[src/rtl/memory_access_pkg.sv]
// Shared constants, opcode/funct3 codes and the lane-alignment payload for memory_access.
package memory_access_pkg;

  localparam int unsigned XLEN  = 32;
  localparam int unsigned BE_W  = XLEN / 8;
  localparam int unsigned CNT_W = 8;

  // Major opcodes, ir[6:0]
  localparam logic [6:0] DECODE_R_TYPE = 7'b0110011;
  localparam logic [6:0] DECODE_I_TYPE = 7'b0010011;
  localparam logic [6:0] DECODE_L_TYPE = 7'b0000011;
  localparam logic [6:0] DECODE_S_TYPE = 7'b0100011;

  // Access width codes, ir[14:12]
  localparam logic [2:0] F3_B  = 3'b000;
  localparam logic [2:0] F3_H  = 3'b001;
  localparam logic [2:0] F3_W  = 3'b010;
  localparam logic [2:0] F3_BU = 3'b100;
  localparam logic [2:0] F3_HU = 3'b101;

  // Result of lane alignment for one access
  typedef struct packed {
    logic [BE_W-1:0] be;
    logic [XLEN-1:0] wdata;
    logic [XLEN-1:0] rdata_ext;
    logic            misaligned;
    logic            bad_f3;
  } align_t;

  // True when funct3 names a supported width for the given access direction
  function automatic logic f3_legal(input logic is_load, input logic [2:0] f3);
    logic ok;
    ok = 1'b0;
    case (f3)
      F3_B, F3_H, F3_W: ok = 1'b1;
      F3_BU, F3_HU:     ok = is_load;
      default:          ok = 1'b0;
    endcase
    return ok;
  endfunction

endpackage

[src/rtl/memory_access_mem_align.sv]
// Combinational byte-lane steering: byte enables, store replication, load extraction/extension.
module mem_align
  import memory_access_pkg::*;
(
  input  logic            i_is_load,
  input  logic            i_is_store,
  input  logic [2:0]      i_funct3,
  input  logic [1:0]      i_addr_lo,
  input  logic [XLEN-1:0] i_st_data,
  input  logic [XLEN-1:0] i_rdata,
  output align_t          o_align
);

  logic [7:0]  w_byte;
  logic [15:0] w_half;
  logic        w_legal;

  // Pick the addressed byte and half-word out of the read word
  always_comb begin
    w_byte = i_rdata[7:0];
    case (i_addr_lo)
      2'd0:    w_byte = i_rdata[7:0];
      2'd1:    w_byte = i_rdata[15:8];
      2'd2:    w_byte = i_rdata[23:16];
      default: w_byte = i_rdata[31:24];
    endcase
    w_half = i_addr_lo[1] ? i_rdata[31:16] : i_rdata[15:0];
  end

  // Width-dependent enables, replication, extension and alignment check
  always_comb begin
    o_align = '0;
    w_legal = (i_is_load | i_is_store) & f3_legal(i_is_load, i_funct3);
    case (i_funct3[1:0])
      2'b00: begin
        o_align.be        = 4'b0001 << i_addr_lo;
        o_align.wdata     = {4{i_st_data[7:0]}};
        o_align.rdata_ext = i_funct3[2] ? {24'd0, w_byte} : {{24{w_byte[7]}}, w_byte};
      end
      2'b01: begin
        o_align.be         = 4'b0011 << {i_addr_lo[1], 1'b0};
        o_align.wdata      = {2{i_st_data[15:0]}};
        o_align.rdata_ext  = i_funct3[2] ? {16'd0, w_half} : {{16{w_half[15]}}, w_half};
        o_align.misaligned = w_legal & i_addr_lo[0];
      end
      2'b10: begin
        o_align.be         = 4'b1111;
        o_align.wdata      = i_st_data;
        o_align.rdata_ext  = i_rdata;
        o_align.misaligned = w_legal & (|i_addr_lo);
      end
      default: begin
        o_align.be = '0;
      end
    endcase
    o_align.bad_f3 = (i_is_load | i_is_store) & ~w_legal;
  end

endmodule

[src/rtl/memory_access.sv]
// Memory stage: passes ALU ops through, runs loads/stores on a req/ack data bus with timeout.
module memory_access
  import memory_access_pkg::*;
#(
  parameter int unsigned TIMEOUT = 255
) (
  input  logic            clk,
  input  logic            reset,
  input  logic            valid_i,
  output logic            ready_o,
  input  logic [XLEN-1:0] ir_i,
  input  logic [XLEN-1:0] pc_i,
  input  logic [XLEN-1:0] alu_i,
  input  logic [XLEN-1:0] rs2_i,
  output logic            bus_req_o,
  output logic            bus_we_o,
  output logic [XLEN-1:0] bus_addr_o,
  output logic [BE_W-1:0] bus_be_o,
  output logic [XLEN-1:0] bus_wdata_o,
  input  logic [XLEN-1:0] bus_rdata_i,
  input  logic            bus_ack_i,
  output logic            wd_q_readin_o,
  output logic [XLEN-1:0] wd_o,
  output logic [XLEN-1:0] mem_o,
  output logic [XLEN-1:0] ir_o,
  output logic [XLEN-1:0] pc_o,
  output logic            fault_o
);

  typedef enum logic [1:0] {S_IDLE, S_BUS, S_DONE} state_t;

  state_t           r_state;
  logic [CNT_W-1:0] r_cnt;
  logic [XLEN-1:0]  r_rs2;

  logic [6:0]       w_opcode;
  logic [2:0]       w_funct3;
  logic [1:0]       w_addr_lo;
  logic             w_is_load;
  logic             w_is_store;
  logic [CNT_W:0]   w_cnt_next;
  logic             w_timeout;
  align_t           w_align;

  // Decode the incoming instruction while idle, the captured one otherwise
  always_comb begin
    w_opcode   = (r_state == S_IDLE) ? ir_i[6:0]   : ir_o[6:0];
    w_funct3   = (r_state == S_IDLE) ? ir_i[14:12] : ir_o[14:12];
    w_addr_lo  = (r_state == S_IDLE) ? alu_i[1:0]  : wd_o[1:0];
    w_is_load  = (w_opcode == DECODE_L_TYPE);
    w_is_store = (w_opcode == DECODE_S_TYPE);
    w_cnt_next = (CNT_W+1)'(r_cnt) + (CNT_W+1)'(1);
    w_timeout  = (w_cnt_next >= (CNT_W+1)'(TIMEOUT));
  end

  mem_align u_mem_align (
    .i_is_load  (w_is_load),
    .i_is_store (w_is_store),
    .i_funct3   (w_funct3),
    .i_addr_lo  (w_addr_lo),
    .i_st_data  (rs2_i),
    .i_rdata    (bus_rdata_i),
    .o_align    (w_align)
  );

  // Stage FSM with registered bus and writeback outputs
  always_ff @(posedge clk or posedge reset) begin
    if (reset) begin
      r_state       <= S_IDLE;
      r_cnt         <= '0;
      r_rs2         <= '0;
      ready_o       <= 1'b1;
      bus_req_o     <= 1'b0;
      bus_we_o      <= 1'b0;
      bus_addr_o    <= '0;
      bus_be_o      <= '0;
      bus_wdata_o   <= '0;
      wd_q_readin_o <= 1'b0;
      wd_o          <= '0;
      mem_o         <= '0;
      ir_o          <= '0;
      pc_o          <= '0;
      fault_o       <= 1'b0;
    end else begin
      case (r_state)
        S_IDLE: begin
          if (valid_i) begin
            ir_o    <= ir_i;
            pc_o    <= pc_i;
            wd_o    <= alu_i;
            r_rs2   <= rs2_i;
            mem_o   <= '0;
            r_cnt   <= '0;
            ready_o <= 1'b0;
            if ((w_is_load | w_is_store) & ~w_align.misaligned & ~w_align.bad_f3) begin
              r_state     <= S_BUS;
              bus_req_o   <= 1'b1;
              bus_we_o    <= w_is_store;
              bus_addr_o  <= {alu_i[XLEN-1:2], 2'b00};
              bus_be_o    <= w_align.be;
              bus_wdata_o <= w_is_store ? w_align.wdata : '0;
            end else begin
              r_state       <= S_DONE;
              wd_q_readin_o <= 1'b1;
              fault_o       <= w_is_load | w_is_store;
            end
          end
        end
        S_BUS: begin
          if (bus_ack_i) begin
            r_state       <= S_DONE;
            bus_req_o     <= 1'b0;
            bus_we_o      <= 1'b0;
            wd_q_readin_o <= 1'b1;
            mem_o         <= w_is_store ? r_rs2 : w_align.rdata_ext;
          end else if (w_timeout) begin
            r_state       <= S_DONE;
            bus_req_o     <= 1'b0;
            bus_we_o      <= 1'b0;
            wd_q_readin_o <= 1'b1;
            fault_o       <= 1'b1;
          end else begin
            r_cnt <= w_cnt_next[CNT_W-1:0];
          end
        end
        S_DONE: begin
          r_state       <= S_IDLE;
          wd_q_readin_o <= 1'b0;
          fault_o       <= 1'b0;
          ready_o       <= 1'b1;
        end
        default: begin
          r_state <= S_IDLE;
          ready_o <= 1'b1;
        end
      endcase
    end
  end

endmodule

[config.mk]
export PLATFORM = sky130hd
export DESIGN_NAME = memory_access
export DESIGN_NICKNAME = d
export VERILOG_FILES = /design/src/rtl/memory_access_pkg.sv /design/src/rtl/memory_access_mem_align.sv /design/src/rtl/memory_access.sv
export SDC_FILE = /design/constraint.sdc
export NUM_CORES = 1
export LEC_CHECK = 0
export CORE_MARGIN = 2
export CORE_UTILIZATION = 31
export CTS_BUF_LIST = sky130_fd_sc_hd__clkbuf_8
export CTS_CLUSTER_SIZE = 8
export DETAILED_ROUTE_END_ITERATION = 8
export PLACE_DENSITY = 0.68
export SLEW_MARGIN = 20
export SYNTH_ARGS = -nofsm -noshare
export SYNTH_HDL_FRONTEND = slang
export SYNTH_HIERARCHICAL = 1
export SYNTH_SLANG_ARGS = --single-unit
[constraint.sdc]
create_clock -name clk -period 26.1 [get_ports clk]
set_clock_uncertainty 0.05 [all_clocks]
set_input_delay 5.22 -clock clk [delete_from_list [all_inputs] [get_ports clk]]
set_output_delay 5.22 -clock clk [all_outputs]
set_load 0.03 [all_outputs]
==> results of run 1 <==
-- state kept, by name, indices dropped and copies added (netlist names) --
| signal | cells |
|---|---|
| wd_o | 32 |
| ready_o | 1 |
| bus_addr_o | 30 |
| mem_o | 32 |
| pc_o | 32 |
| ir_o | 32 |
| bus_req_o | 1 |
| bus_be_o | 4 |
| bus_we_o | 1 |
| r_rs2 | 32 |
| r_state | 2 |
| wd_q_readin_o | 1 |
| bus_wdata_o | 32 |
| fault_o | 1 |
| r_cnt | 8 |
-- metal layers --
metal,vias to the layer above,GRT usage (%),wire (um)
met5,-,0,23
met2,413,32.34,18140
met1,4508,22.98,14730
met4,4,6.397,905
met3,67,6.962,3852
li1,4202,-,-
-- power groups by stage --
stage | registers (W) | clock network [W] | logic [W]
final | 0.000573 | 0.000376 | 0.000943
after global routing | 0.000589 | 0.000405 | 0.00100
after CTS | 0.000574 | 0.000387 | 0.000945
after detailed placement | 0.000579 | 0 | 0.000940
after global placement | 0.000573 | 0 | 0.000934
after floorplan | 0.000772 | 0 | 0.000385
-- area by class of cell --
class                           count  area share [%]
Timing Repair Buffer              368           22.43
Antenna cell                        4         0.06121
Clock inverter                     24           1.362
Tap cell                          468           3.581
Multi-Input combinational cell    628           30.45
Inverter                           46           1.102
Sequential cell                   241           36.89
Clock buffer                       49           4.124
-- stage by stage --
step	hold slack [ns]	std cells
after floorplan	0.4287	984
after global placement	0.4141	1751
after detailed placement	0.4238	1751
after CTS	0.4380	1824
after global routing	0.4528	1828
final	0.4344	1828
-- logic make-up (layout without fill, tap and decap cells) --
| family | Yosys count | count (layout) |
|---|---|---|
| DFF | 241 | 241 |
| muxes | 234 | 234 |
| buffers and inverters | 115 | 487 |
| AOI/OAI and AO/OA | 218 | 218 |
| adders and majority gates | 10 | 10 |
| other | 1 | 6 |
| and+or+nand+nor | 164 | 164 |
-- tightest hold or removal path: cells and delay by family, from the launching register on --
kind,cells,cell delay [ns]
AO/OA/AOI/OAI,1,0.06
flip-flops,1,0.34
AND/OR/NAND/NOR,1,0.05
-- how the worst max path moves through the flow --
stage,from,to,slack [ns],depth (start not counted)
2_1_floorplan,reset,bus_addr_o[10],14.22,1
3_3_place_gp,ir_i[4],bus_addr_o[24],16.50,12
3_5_place_dp,ir_i[4],bus_be_o[3],16.45,12
4_1_cts,ir_i[4],bus_addr_o[24],17.05,12
5_1_grt,ir_i[3],bus_addr_o[24],16.86,12
6_report,ir_i[4],bus_addr_o[24],17.10,12
-- cells in the final DEF, fill, tap and decap left out, types with 4 or more instances in the layout --
master,count
o21ai_0,42
clkdlybuf4s50_1,362
a21oi_1,39
a31oi_1,17
and2_1,10
nand2_1,112
a22oi_1,31
mux2i_1,32
a22o_1,9
nor3_1,5
diode_2,4
nand3_1,6
inv_1,58
dfrtp_1,240
clkinv_2,4
mux2_2,166
nor2b_1,4
o31ai_1,33
clkbuf_8,49
bufinv_16,4
a21o_1,19
mux2_1,34
nor2_1,12
buf_4,6
ha_1,8
==> flow_summary.json, run 1 <==
{
  "synth_area_leaders": "dfrtp_1, mux2_2, nand2_1, mux2_1, mux2i_1",
  "clock_sinks": 241,
  "grt_pass1_vias": 9639,
  "post_cts_buffers": 0,
  "tightest_slew_ns": 1.061,
  "crit_required_ns": 26.48,
  "slowest_stage": "buf_4",
  "clkLatencyLatePin_ns": 0.57,
  "p_sw_share_pct": 40.56,
  "reg2regPathDepth": 12,
  "cp_max_fo": 74,
  "peakVddDrop_mv": 0.08815,
  "synth-seq-area-share_pct": 52.68,
  "yosysTopAreaCellShare_pct": 52.45,
  "dp.final_hpwl_um": 27430,
  "combinationalPowerShare_pct": 49.8,
  "design_area_sq_um": 16350,
  "synth_cell_types": 54,
  "cp_data_arrival_time_ns": 9.38,
  "regArea_sq_um": 6032,
  "rrSetupSlack_ns": 20.84,
  "first_pass_iters": 6,
  "synth-edff-count": 0,
  "gr-total-overflow": 0,
  "grt_pass1_wl_um": 57050,
  "report.power.total_w": 0.001891,
  "pwr-share-clk_pct": 19.9,
  "num-nets-final": 1501,
  "hp-class": "flop to flop",
  "r2r_end": "bus_addr_o[24]",
  "p_int_w": 0.001124,
  "yosys-top-cells-count": "dfrtp_1, mux2_2, nand2_1, inv_1, o21ai_0",
  "num-fill-cells": 3379,
  "synthMuxAreaShare_pct": 22.73,
  "powerDensity_nw_per_um2": 115.7,
  "grtUsageTotal_pct": 19.29,
  "slowest_delay_ns": 0.73,
  "antenna_found_initial": 6,
  "critPathLaunchType": "input port",
  "cp-end-kind": "flop",
  "avgSynthCellArea_sq_um": 11.65,
  "synth_area_leader_cell": "dfrtp_1",
  "io_pins": 365,
  "path_cells": "clkdlybuf4s50_1 > or4b_1 > nor3_2 > o21ai_4 > buf_4 > inv_1 > o21ai_0 > nor3b_1 > nor2_1 > o2111ai_4 > buf_4 > mux2_1",
  "fmax_mhz": 111.1,
  "crit_family": "buffers and inverters",
  "drcViolationCount": 0,
  "cts_resized": 0,
  "min_path_cells": 2,
  "r2r_start": "r_state[1]",
  "worst-path-buf-inv": 4,
  "drive_above_1_share_pct": 18.44,
  "final_core_util_pct": 44.78,
  "yosysMostFrequentCell": "dfrtp_1",
  "cts_root_buffer": "clkbuf_8",
  "critPathKind": "input port to flop",
  "vias": 9194,
  "hold_start": "mem_o[28]",
  "p_leak_nw": 7.111,
  "die_area_sq_um": 38490,
  "syn_area_sq_um": 11450,
  "tritoncts": "done",
  "wl_per_cell_um": 20.60,
  "synth_top_family_by_area": "multiplexers",
  "drt_first_iter_violations": 666,
  "core_sq_um": 36520,
  "area_delta_synth_final_pct": 42.83,
  "drv_slew": 0,
  "grt_max_degree": 115,
  "rsz0062_at_grt": "no",
  "final_hold_viol_count": 0,
  "synth-async-reset-ratio_pct": 100.0,
  "cts_max_path_buffers": 3,
  "dieWidth_um": 196.2,
  "synthFlopType": "dfrtp_1",
  "placed_cell_area_sq_um": 15440,
  "period_share_pct": 34.50,
  "fp.dieH_um": 196.2,
  "cp_common_cell": "buf_4",
  "synth_compound_area_share_pct": 13.03,
  "outcome": "completed",
  "yosys.area_share.simple_pct": 6.229,
  "dp_slack_ns": 16.45,
  "ys_ff_latch": 241,
  "drv_cap": 0,
  "yosysWarnings": 6,
  "min_to": "mem_o[28]",
  "synthXorXnorAreaFrac_pct": 0,
  "timing.slew.headroom_pct": 29.29,
  "port_buffers": 362,
  "htree_levels": 2,
  "routabilityCongestion": 0.8119,
  "p_sw_w": 0.0007671,
  "period_minus_slack_ns": 9.004,
  "multi_input_area_sq_um": 4980,
  "clk_pin_slew_worst_paths_ns": 0.06,
  "wl_um": 37660,
  "setup_tns_ns": 0,
  "worst_slack_ns": 17.10,
  "setup_viol": 0,
  "numCtsBuffers": 42,
  "p_seq_share_pct": 30.3,
  "rows": 70,
  "postSynthCellCount": 983,
  "hold_buffers": 0,
  "ant_nets": 0,
  "initial_utilization_pct": 31.35,
  "synthAdderAreaFrac_pct": 1.093,
  "via_per_inst": 5.030
}
(Power assumes the default switching activity.)
==> inputs of run 2 (changes only) <==
--- a/config.mk
+++ b/config.mk
@@ -10,7 +10,7 @@
 export CTS_BUF_LIST = sky130_fd_sc_hd__clkbuf_8
 export CTS_CLUSTER_SIZE = 8
 export DETAILED_ROUTE_END_ITERATION = 8
-export PLACE_DENSITY = 0.68
+export PLACE_DENSITY = 0.71
 export SLEW_MARGIN = 20
 export SYNTH_ARGS = -nofsm -noshare
 export SYNTH_HDL_FRONTEND = slang
==> constraint.sdc (replaced) <==
create_clock -name clk -period 7.9 [get_ports clk]
set_clock_uncertainty 0.05 [all_clocks]
set_input_delay 1.58 -clock clk [delete_from_list [all_inputs] [get_ports clk]]
set_output_delay 1.58 -clock clk [all_outputs]
set_load 0.03 [all_outputs]
==> run 2 against run 1 <==
Die area unchanged; setup slack got worse by 14 ns; via count is 1.0% higher; largest cell class unchanged; largest power group unchanged; combinational power grew to 3.3 times the previous value; core utilization up 0.24 points; sequential cell count stayed put; critical path type unchanged.
==> flow_summary.json, run 2 (synthesis gave the netlist of run 1 again) <==
{
  "outcome": "completed",
  "rsz0062_at_grt": "no",
  "drive_above_1_share_pct": 19.08,
  "via_per_inst": 5.063,
  "slowest_stage": "buf_4",
  "dp.cells": 1754,
  "clk_pin_slew_worst_paths_ns": 0.06,
  "crit_required_ns": 8.28,
  "wl_um": 37980,
  "drv_cap": 0,
  "drcViolationCount": 0,
  "hp-class": "flop to flop",
  "clock_sinks": 241,
  "antenna_found_initial": 7,
  "grt_pass1_wl_um": 57990,
  "first_pass_iters": 5,
  "port_buffers": 362,
  "p_int_w": 0.003729,
  "slowest_delay_ns": 0.59,
  "placed_cell_area_sq_um": 15470,
  "vias": 9290,
  "numCtsBuffers": 43,
  "routabilityCongestion": 0.8082,
  "p_sw_share_pct": 40.61,
  "path_cells": "clkdlybuf4s50_1 > or4b_1 > nor3_2 > o21ai_4 > buf_4 > inv_1 > o21ai_0 > nor3b_1 > nor2_1 > o2111ai_4 > buf_4 > mux2_1",
  "peakVddDrop_mv": 0.2420,
  "timing.slew.headroom_pct": 26.90,
  "cts_resized": 0,
  "die_area_sq_um": 38490,
  "gr-total-overflow": 0,
  "post_cts_buffers": 0,
  "rows": 70,
  "grt_pass1_vias": 9850,
  "ant_nets": 0,
  "worst-path-buf-inv": 4,
  "drt_first_iter_violations": 645,
  "layout_commonest_cell": "clkdlybuf4s50_1",
  "critPathKind": "input port to flop",
  "tightest_slew_ns": 1.096,
  "critPathLaunchType": "input port",
  "design_area_sq_um": 16440,
  "layout_common_cells": "clkdlybuf4s50_1, dfrtp_1, mux2_2",
  "dieWidth_um": 196.2,
  "fp.dieH_um": 196.2,
  "io_pins": 365,
  "htree_levels": 2,
  "p_leak_nw": 7.139,
  "grt_max_degree": 160,
  "num-nets-final": 1506,
  "setup_viol": 0,
  "final_hold_viol_count": 0,
  "pwr-share-clk_pct": 20.1,
  "grtUsageTotal_pct": 19.49,
  "tritoncts": "done",
  "p_seq_share_pct": 30.3,
  "area_delta_synth_final_pct": 43.58,
  "core_sq_um": 36520,
  "cp-end-kind": "flop",
  "cp_data_arrival_time_ns": 5.34,
  "period_share_pct": 62.79,
  "powerDensity_nw_per_um2": 382.0,
  "cp_max_fo": 69,
  "fmax_mhz": 201.6,
  "rrSetupSlack_ns": 3.58,
  "cts_root_buffer": "clkbuf_8",
  "hold_buffers": 0,
  "period_minus_slack_ns": 4.960,
  "clkLatencyLatePin_ns": 0.57,
  "cts_max_path_buffers": 3,
  "dp.final_hpwl_um": 27160,
  "fin_cells": 1835,
  "p_sw_w": 0.002550,
  "drv_slew": 0,
  "cp_common_cell": "buf_4",
  "combinationalPowerShare_pct": 49.6,
  "crit_family": "buffers and inverters",
  "setup_tns_ns": 0,
  "wl_per_cell_um": 20.70,
  "initial_utilization_pct": 31.35
}
## run 2: worst paths after layout
check / endpoint / from / cells after the start
hold / removal: mem_o[20] / mem_o[20] / 2
setup reg to reg: bus_be_o[1] / r_state[0] / 13
hold reg to reg: mem_o[20] / mem_o[20] / 2
max in group asynchronous: mem_o[30] / reset / 3
setup / recovery: bus_be_o[1] / ir_i[3] / 12
min in group asynchronous: pc_o[1] / reset / 2
## run 2: layout make-up
| class | instances | area [sq um] |
|---|---|---|
| fillers | 3287 | 20080 |
| flip-flops and latches | 241 | 6032 |
| multi-input cells | 628 | 4977 |
| repair buffers | 372 | 3731 |
| clock buffers | 57 | 784.5 |
| well taps | 468 | 585.6 |
| inverters | 46 | 176.4 |
| clock inverters | 19 | 142.6 |
| diodes | 4 | 10.01 |
## run 2: worst min-delay path, delay by kind of cell (launching register included)
kind / cells / cell delay [ns]
compound gates: 1 / 0.06
flops: 1 / 0.34
simple gates: 1 / 0.04
## run 2: power groups by stage
stage	Sequential, W	Clock [W]	Combinational [W]
5_1_grt	0.00196	0.00135	0.00331
4_1_cts	0.00191	0.00129	0.00312
6_report	0.00190	0.00126	0.00312
3_5_place_dp	0.00192	0	0.00310
2_1_floorplan	0.00255	0	0.00127
3_3_place_gp	0.00189	0	0.00307
## run 2: per-layer routing
metal  wire length [um]  global-route usage, %  vias up
met5                 23                      0        -
met4                929                  6.678        4
met3               3673                  6.962       72
met2              18270                  32.21      418
met1              15080                  23.58     4577
li1                   -                      -     4219
## run 2: stage by stage
stage	setup WS (ns)	utilization (%)	hold WS (ns)	total power (W)
finish	2.940	45.01	0.4281	0.006279
global route	2.760	45.01	0.4602	0.006607
CTS	2.984	44.90	0.4349	0.006313
detailed placement	2.387	42.36	0.4215	0.005015
global placement	2.427	42.36	0.4104	0.004968
floorplan	3.109	-	0.4287	0.003823
==> inputs of run 3 (changes only) <==
--- a/config.mk
+++ b/config.mk
@@ -10,7 +10,7 @@
 export CTS_BUF_LIST = sky130_fd_sc_hd__clkbuf_8
 export CTS_CLUSTER_SIZE = 8
 export DETAILED_ROUTE_END_ITERATION = 8
-export PLACE_DENSITY = 0.71
+export PLACE_DENSITY = 0.68
 export SLEW_MARGIN = 20
 export SYNTH_ARGS = -nofsm -noshare
 export SYNTH_HDL_FRONTEND = slang
==> constraint.sdc (replaced) <==
create_clock -name clk -period 4.8 [get_ports clk]
set_clock_uncertainty 0.05 [all_clocks]
set_input_delay 0.96 -clock clk [delete_from_list [all_inputs] [get_ports clk]]
set_output_delay 0.96 -clock clk [all_outputs]
set_load 0.03 [all_outputs]
==> run 3 against run 2 <==
Sequential power rose by 64%; setup slack lost 2.0 ns; first-iteration DRC count shrank 14%; via count fell by 0.26%; hold slack worse by 0.00094 ns; cell count increased by 0.76%; core utilization increased by 0.13 points; die area is the same; non-clock buffer count rose by 6; wire length shrank 0.28%; cell area is 0.28% higher.
==> flow_summary.json, run 3 (synthesis gave the netlist of run 1 again) <==
{
  "cp-startpoint": "r_state[0]",
  "critPathLaunchType": "flop",
  "cp-endpoint": "bus_addr_o[28]",
  "final_core_util_pct": 45.14,
  "die_area_sq_um": 38490,
  "layout_commonest_cell": "clkdlybuf4s50_1",
  "hp-class": "flop to flop",
  "cts_resized": 0,
  "gr-total-overflow": 0,
  "p_leak_nw": 7.200,
  "drt_first_iter_violations": 555,
  "numCtsBuffers": 46,
  "first_pass_iters": 5,
  "ant_nets": 0,
  "peakVddDrop_mv": 0.4339,
  "worst_slack_ns": 0.9607,
  "routabilityCongestion": 0.7902,
  "clock_sinks": 241,
  "critPathKind": "flop to flop",
  "cp-end-kind": "flop",
  "r2r_start": "r_state[0]",
  "dr_wl_met2_um": 17820,
  "top_layer_used": "met4",
  "grt_max_degree": 106,
  "fmax_mhz": 260.5,
  "dieWidth_um": 196.2,
  "io_pins": 365,
  "drv_cap": 0,
  "tritoncts": "done",
  "wl_met3_um": 3643,
  "tightest_slew_ns": 1.022,
  "clk_pin_slew_worst_paths_ns": 0.05,
  "wl_um": 37870,
  "via_per_inst": 5.011,
  "reg2regPathDepth": 13,
  "cp_max_fo": 27,
  "outcome": "completed",
  "dp.final_hpwl_um": 27150,
  "num-nets-final": 1515,
  "layout_common_cells": "clkdlybuf4s50_1, dfrtp_1, mux2_2",
  "fp.dieH_um": 196.2,
  "cts_root_buffer": "clkbuf_8",
  "cp_data_arrival_time_ns": 4.26,
  "core_sq_um": 36520,
  "setup_tns_ns": 0,
  "dp_slack_ns": 0.5283,
  "port_buffers": 362,
  "hold_start": "mem_o[16]",
  "powerDensity_nw_per_um2": 623.4,
  "vias": 9266,
  "post_cts_buffers": 0,
  "period_share_pct": 79.99,
  "hold_buffers": 0,
  "area_delta_synth_final_pct": 43.98,
  "cts_max_path_buffers": 3,
  "rsz0062_at_grt": "no",
  "grtUsageTotal_pct": 19.48,
  "rrSetupSlack_ns": 0.96,
  "rows": 70,
  "period_minus_slack_ns": 3.839,
  "antenna_found_initial": 5,
  "drv_slew": 0,
  "clkLatencyLatePin_ns": 0.61,
  "wirelength_met1_um": 15350,
  "crit_required_ns": 5.22,
  "grt_pass1_wl_um": 57280,
  "wl_per_cell_um": 20.48,
  "timing.slew.headroom_pct": 31.84,
  "drive_above_1_share_pct": 19.19,
  "grt_pass1_vias": 9672,
  "r2r_end": "bus_addr_o[28]",
  "drcViolationCount": 0,
  "initial_utilization_pct": 31.35,
  "setup_viol": 0,
  "hold_slack_ns": 0.4272,
  "final_hold_viol_count": 0,
  "htree_levels": 2
}
run 3: cell types whose count changed in the layout (fill, tap and decap cells not counted), moves of 2 or more:
cell / previous run / this run
buf_4: 8 / 12
clkbuf_8: 57 / 55
buf_12: 1 / 4
inv_1: 54 / 63
run 3: stage by stage:
step / cells / cell area [sq um] / total power (W)
floorplan: 984 / 11460 / 0.006292
global placement: 1761 / 15560 / 0.008211
detailed placement: 1761 / 15560 / 0.008281
CTS: 1844 / 16470 / 0.01037
global route: 1849 / 16490 / 0.01085
finish: 1849 / 16490 / 0.01028
run 3: worst max-delay path, stage by stage, from the launching register on:
cell	delay, ns
dfrtp_1	0.40
inv_1	0.08
ha_1	0.37
or4_1	0.49
nor3_2	0.49
nor2_1	0.14
nor2_1	0.21
nor2b_1	0.07
o22ai_1	0.14
nor3b_1	0.21
nor2_1	0.13
o2111ai_4	0.14
buf_4	0.40
mux2_1	0.37
run 3: how the worst min path moves through the flow:
stage               slack (ns)  depth (start not counted)              to
floorplan                 0.43                          1        r_rs2[0]
global placement          0.42                          2  bus_wdata_o[7]
detailed placement        0.42                          2       mem_o[16]
CTS                       0.43                          2       mem_o[16]
global route              0.45                          2       mem_o[16]
finish                    0.43                          2       mem_o[16]
run 3: per-layer routing:
metal,vias up,track usage (%)
li1,4229,-
met1,4566,23.58
met2,408,31.17
met3,63,7.633
met4,0,7.744
met5,-,0
run 3: area by class of cell:
| cell class | instances | area [sq um] |
|---|---|---|
| antenna | 5 | 12.51 |
| clock inverter | 28 | 153.9 |
| multi-input combinational | 628 | 4975 |
| tap | 468 | 585.6 |
| clock buffer | 55 | 757.0 |
| sequential | 241 | 6032 |
| inverter | 46 | 176.4 |
| fill | 3345 | 20040 |
| timing repair buffer | 378 | 3794 |
run 3: report_power, final:
| group | switching (W) | internal [W] | leakage (nW) |
|---|---|---|---|
| sequential | 0.000379 | 0.00274 | 3.05 |
| combinational | 0.00290 | 0.00225 | 3.62 |
| clock | 0.000917 | 0.00109 | 0.535 |
==> RTL change (flow settings as in run 2) <==
Remove the case item `2'b00` of the case on `i_funct3[1:0]`.
--- a/src/rtl/memory_access_mem_align.sv
+++ b/src/rtl/memory_access_mem_align.sv
@@ -32,11 +32,6 @@
     o_align = '0;
     w_legal = (i_is_load | i_is_store) & f3_legal(i_is_load, i_funct3);
     case (i_funct3[1:0])
-      2'b00: begin
-        o_align.be        = 4'b0001 << i_addr_lo;
-        o_align.wdata     = {4{i_st_data[7:0]}};
-        o_align.rdata_ext = i_funct3[2] ? {24'd0, w_byte} : {{24{w_byte[7]}}, w_byte};
-      end
       2'b01: begin
         o_align.be         = 4'b0011 << {i_addr_lo[1], 1'b0};
         o_align.wdata      = {2{i_st_data[15:0]}};
Function: changed (a bounded check fails within 4 cycles, from zero or initial values and one cycle with reset high).
==> RTL change against run 2 <==
- synthesized area shrank 7.3%
- sequential cell count is the same
- routed wire length shrank 12%
- synthesized cell count fell by 14%
- cell area down 4.6%
- total power is 6.4% lower
- non-clock buffer count stayed put
- setup slack better by 0.088 ns
==> RTL change: results (changes against run 2) <==
* Status: completed
* Synth async-reset ratio at 100% (unchanged)
* Routability cong. at 0.834 (+3.1%)
* Reg clk slew, reported paths at 0.06 ns (about the same)
* Hold depth at 2 (unchanged)
* Synth top cells by count: dfrtp_1, mux2_2, nand2_1
* Worst EP arrival at 5.26 ns (-0.08 ns)
* First-pass GRT wire length at 51.3 mm (-12%)
* Register bit total from synthesis at 241 (unchanged)
* Post-DR wirelength/cell at 19.8 um (-4.3%)
* Ranking of synthesized cells by area: dfrtp_1, mux2_2, mux2_1
* Leak at 6.99 nW (-2.1%)
* Max clock buf depth at 3 (unchanged)
* Hold Crit Class: register to register
* 1st-pass router iterations at 5 (unchanged)
* TritonCTS Buffers at 45 (+4.7%)
* DR vias/cell at 4.85 (-4.3%)
* Relative slew slack at 27.8% (+0.89 points)
* Initial DRC Count at 331 (-49%)
* Sequential-to-total area share from yosys stat at 56.8% (+4.2 points)
* Synth warn at 6 (unchanged)
* Number of port buffers at 362 (unchanged)
* P_int at 3.64 mW (-2.5%)
* Synth cell types at 53 (-1.9%)
* Detailed Place HPWL at 24.0 mm (-12%)
* Clk_lat worst skew at 0.54 ns (-0.03 ns)
* Layout cells sized above 1 at 18.6% (-0.51 points)
* Worst IR drop on VDD at 0.000323 V (+34%)
* CTS root buffer: clkbuf_8
* Total track usage at 18.5% (-0.95 points)
* Critical Path Fanout Max at 66 (-4.3%)
* Number of H-tree levels at 2 (unchanged)
* Antenna violations before repair at 1 (-6)
* Buffer count from post-CTS setup fixing at 0 (unchanged)
* Pin count of the biggest net entering global routing at 135 (-16%)
* Filler instances at 3,091 (-6.0%)
* Final number of hold-violating endpoints at 0 (unchanged)
* Worst Reg-to-Reg Cells at 14 (+1)
* Post-CTS sizing at 0 (unchanged)
* Vias in the first global route at 8,762 (-11%)
* # nets final at 1,381 (-8.3%)
==> RTL change: cell types whose count changed after synthesis, sizes merged, moves of 3 or more <==
cell | before | now
a31oi | 17 | 0
mux2 | 202 | 171
clkbuf | 40 | 33
nand2 | 113 | 79
buf | 29 | 25
a22o | 9 | 33
o21a | 0 | 3
and2 | 10 | 19
a21oi | 39 | 3
a22oi | 32 | 1
nor2 | 12 | 5
==> RTL change: kinds of logic after synthesis <==
logic type | after synthesis | share of synthesized area (%)
AO/OA/AOI/OAI | 157 | 10.8
adder cells (fa/ha/maj) | 9 | 1.06
buffers and inverters | 102 | 4.16
flip-flops | 241 | 56.8
multiplexers | 203 | 21.2
other | 1 | 0.0353
AND/OR/NAND/NOR | 133 | 5.87
==> RTL change: stage by stage <==
stage | utilization, % | instances | setup WS [ns] | area (um^2)
floorplan | - | 847 | 3.11 | 10600
global placement | 43.5 | 1608 | 2.20 | 14600
detailed placement | 43.5 | 1608 | 2.21 | 14600
CTS | 46.6 | 1691 | 2.83 | 15700
global route | 46.7 | 1692 | 2.79 | 15700
finish | 46.7 | 1694 | 3.03 | 15700
==> RTL change: layout make-up <==
cell class	instances	area share, %
Antenna cell	2	0.0319
Clock buffer	61	5.35
Clock inverter	22	1.16
Inverter	44	1.08
Multi-Input combinational cell	504	26.6
Sequential cell	241	38.4
Tap cell	448	3.57
Timing Repair Buffer	372	23.8
==> RTL change: path summary, 6_finish.rpt <==
| check | from | endpoint | slack, ns |
|---|---|---|---|
| max in group asynchronous | reset | pc_o[1] | 4.93 |
| worst max register to register | r_state[0] | bus_be_o[3] | 3.30 |
| worst min register to register | mem_o[25] | mem_o[25] | 0.43 |
| min in group asynchronous | reset | bus_addr_o[4] | 1.45 |
| worst max-delay path | ir_i[3] | bus_be_o[3] | 3.03 |
| worst min-delay path | mem_o[25] | mem_o[25] | 0.43 |
==> RTL change: metal layers <==
metal  part of all wire, %  routed length (um)  GRT usage (%)
met1                    41               13700           22.7
met3                   8.4                2820           6.02
met4                   3.3                1120           7.06
met5                     0                   0              0
met2                    47               15900           30.4
==> RTL change: power by group through the flow <==
stage	combinational [mW]	clock (mW)	sequential, mW
finish	2.66	1.34	1.88
detailed placement	2.67	0	1.90
global route	2.80	1.44	1.94
global placement	2.65	0	1.88
CTS	2.69	1.38	1.89
floorplan	0.932	0	2.54
==> RTL change: critical path, cell delays in order <==
cell	delay (ns)
clkdlybuf4s50_1	0.42
or4b_1	0.54
nor3_2	0.49
o21ai_4	0.06
buf_4	0.38
inv_1	0.17
o21ai_0	0.10
nor3_1	0.17
nor2_1	0.12
o2111ai_4	0.24
buf_16	0.24
buf_4	0.34
mux2_1	0.37
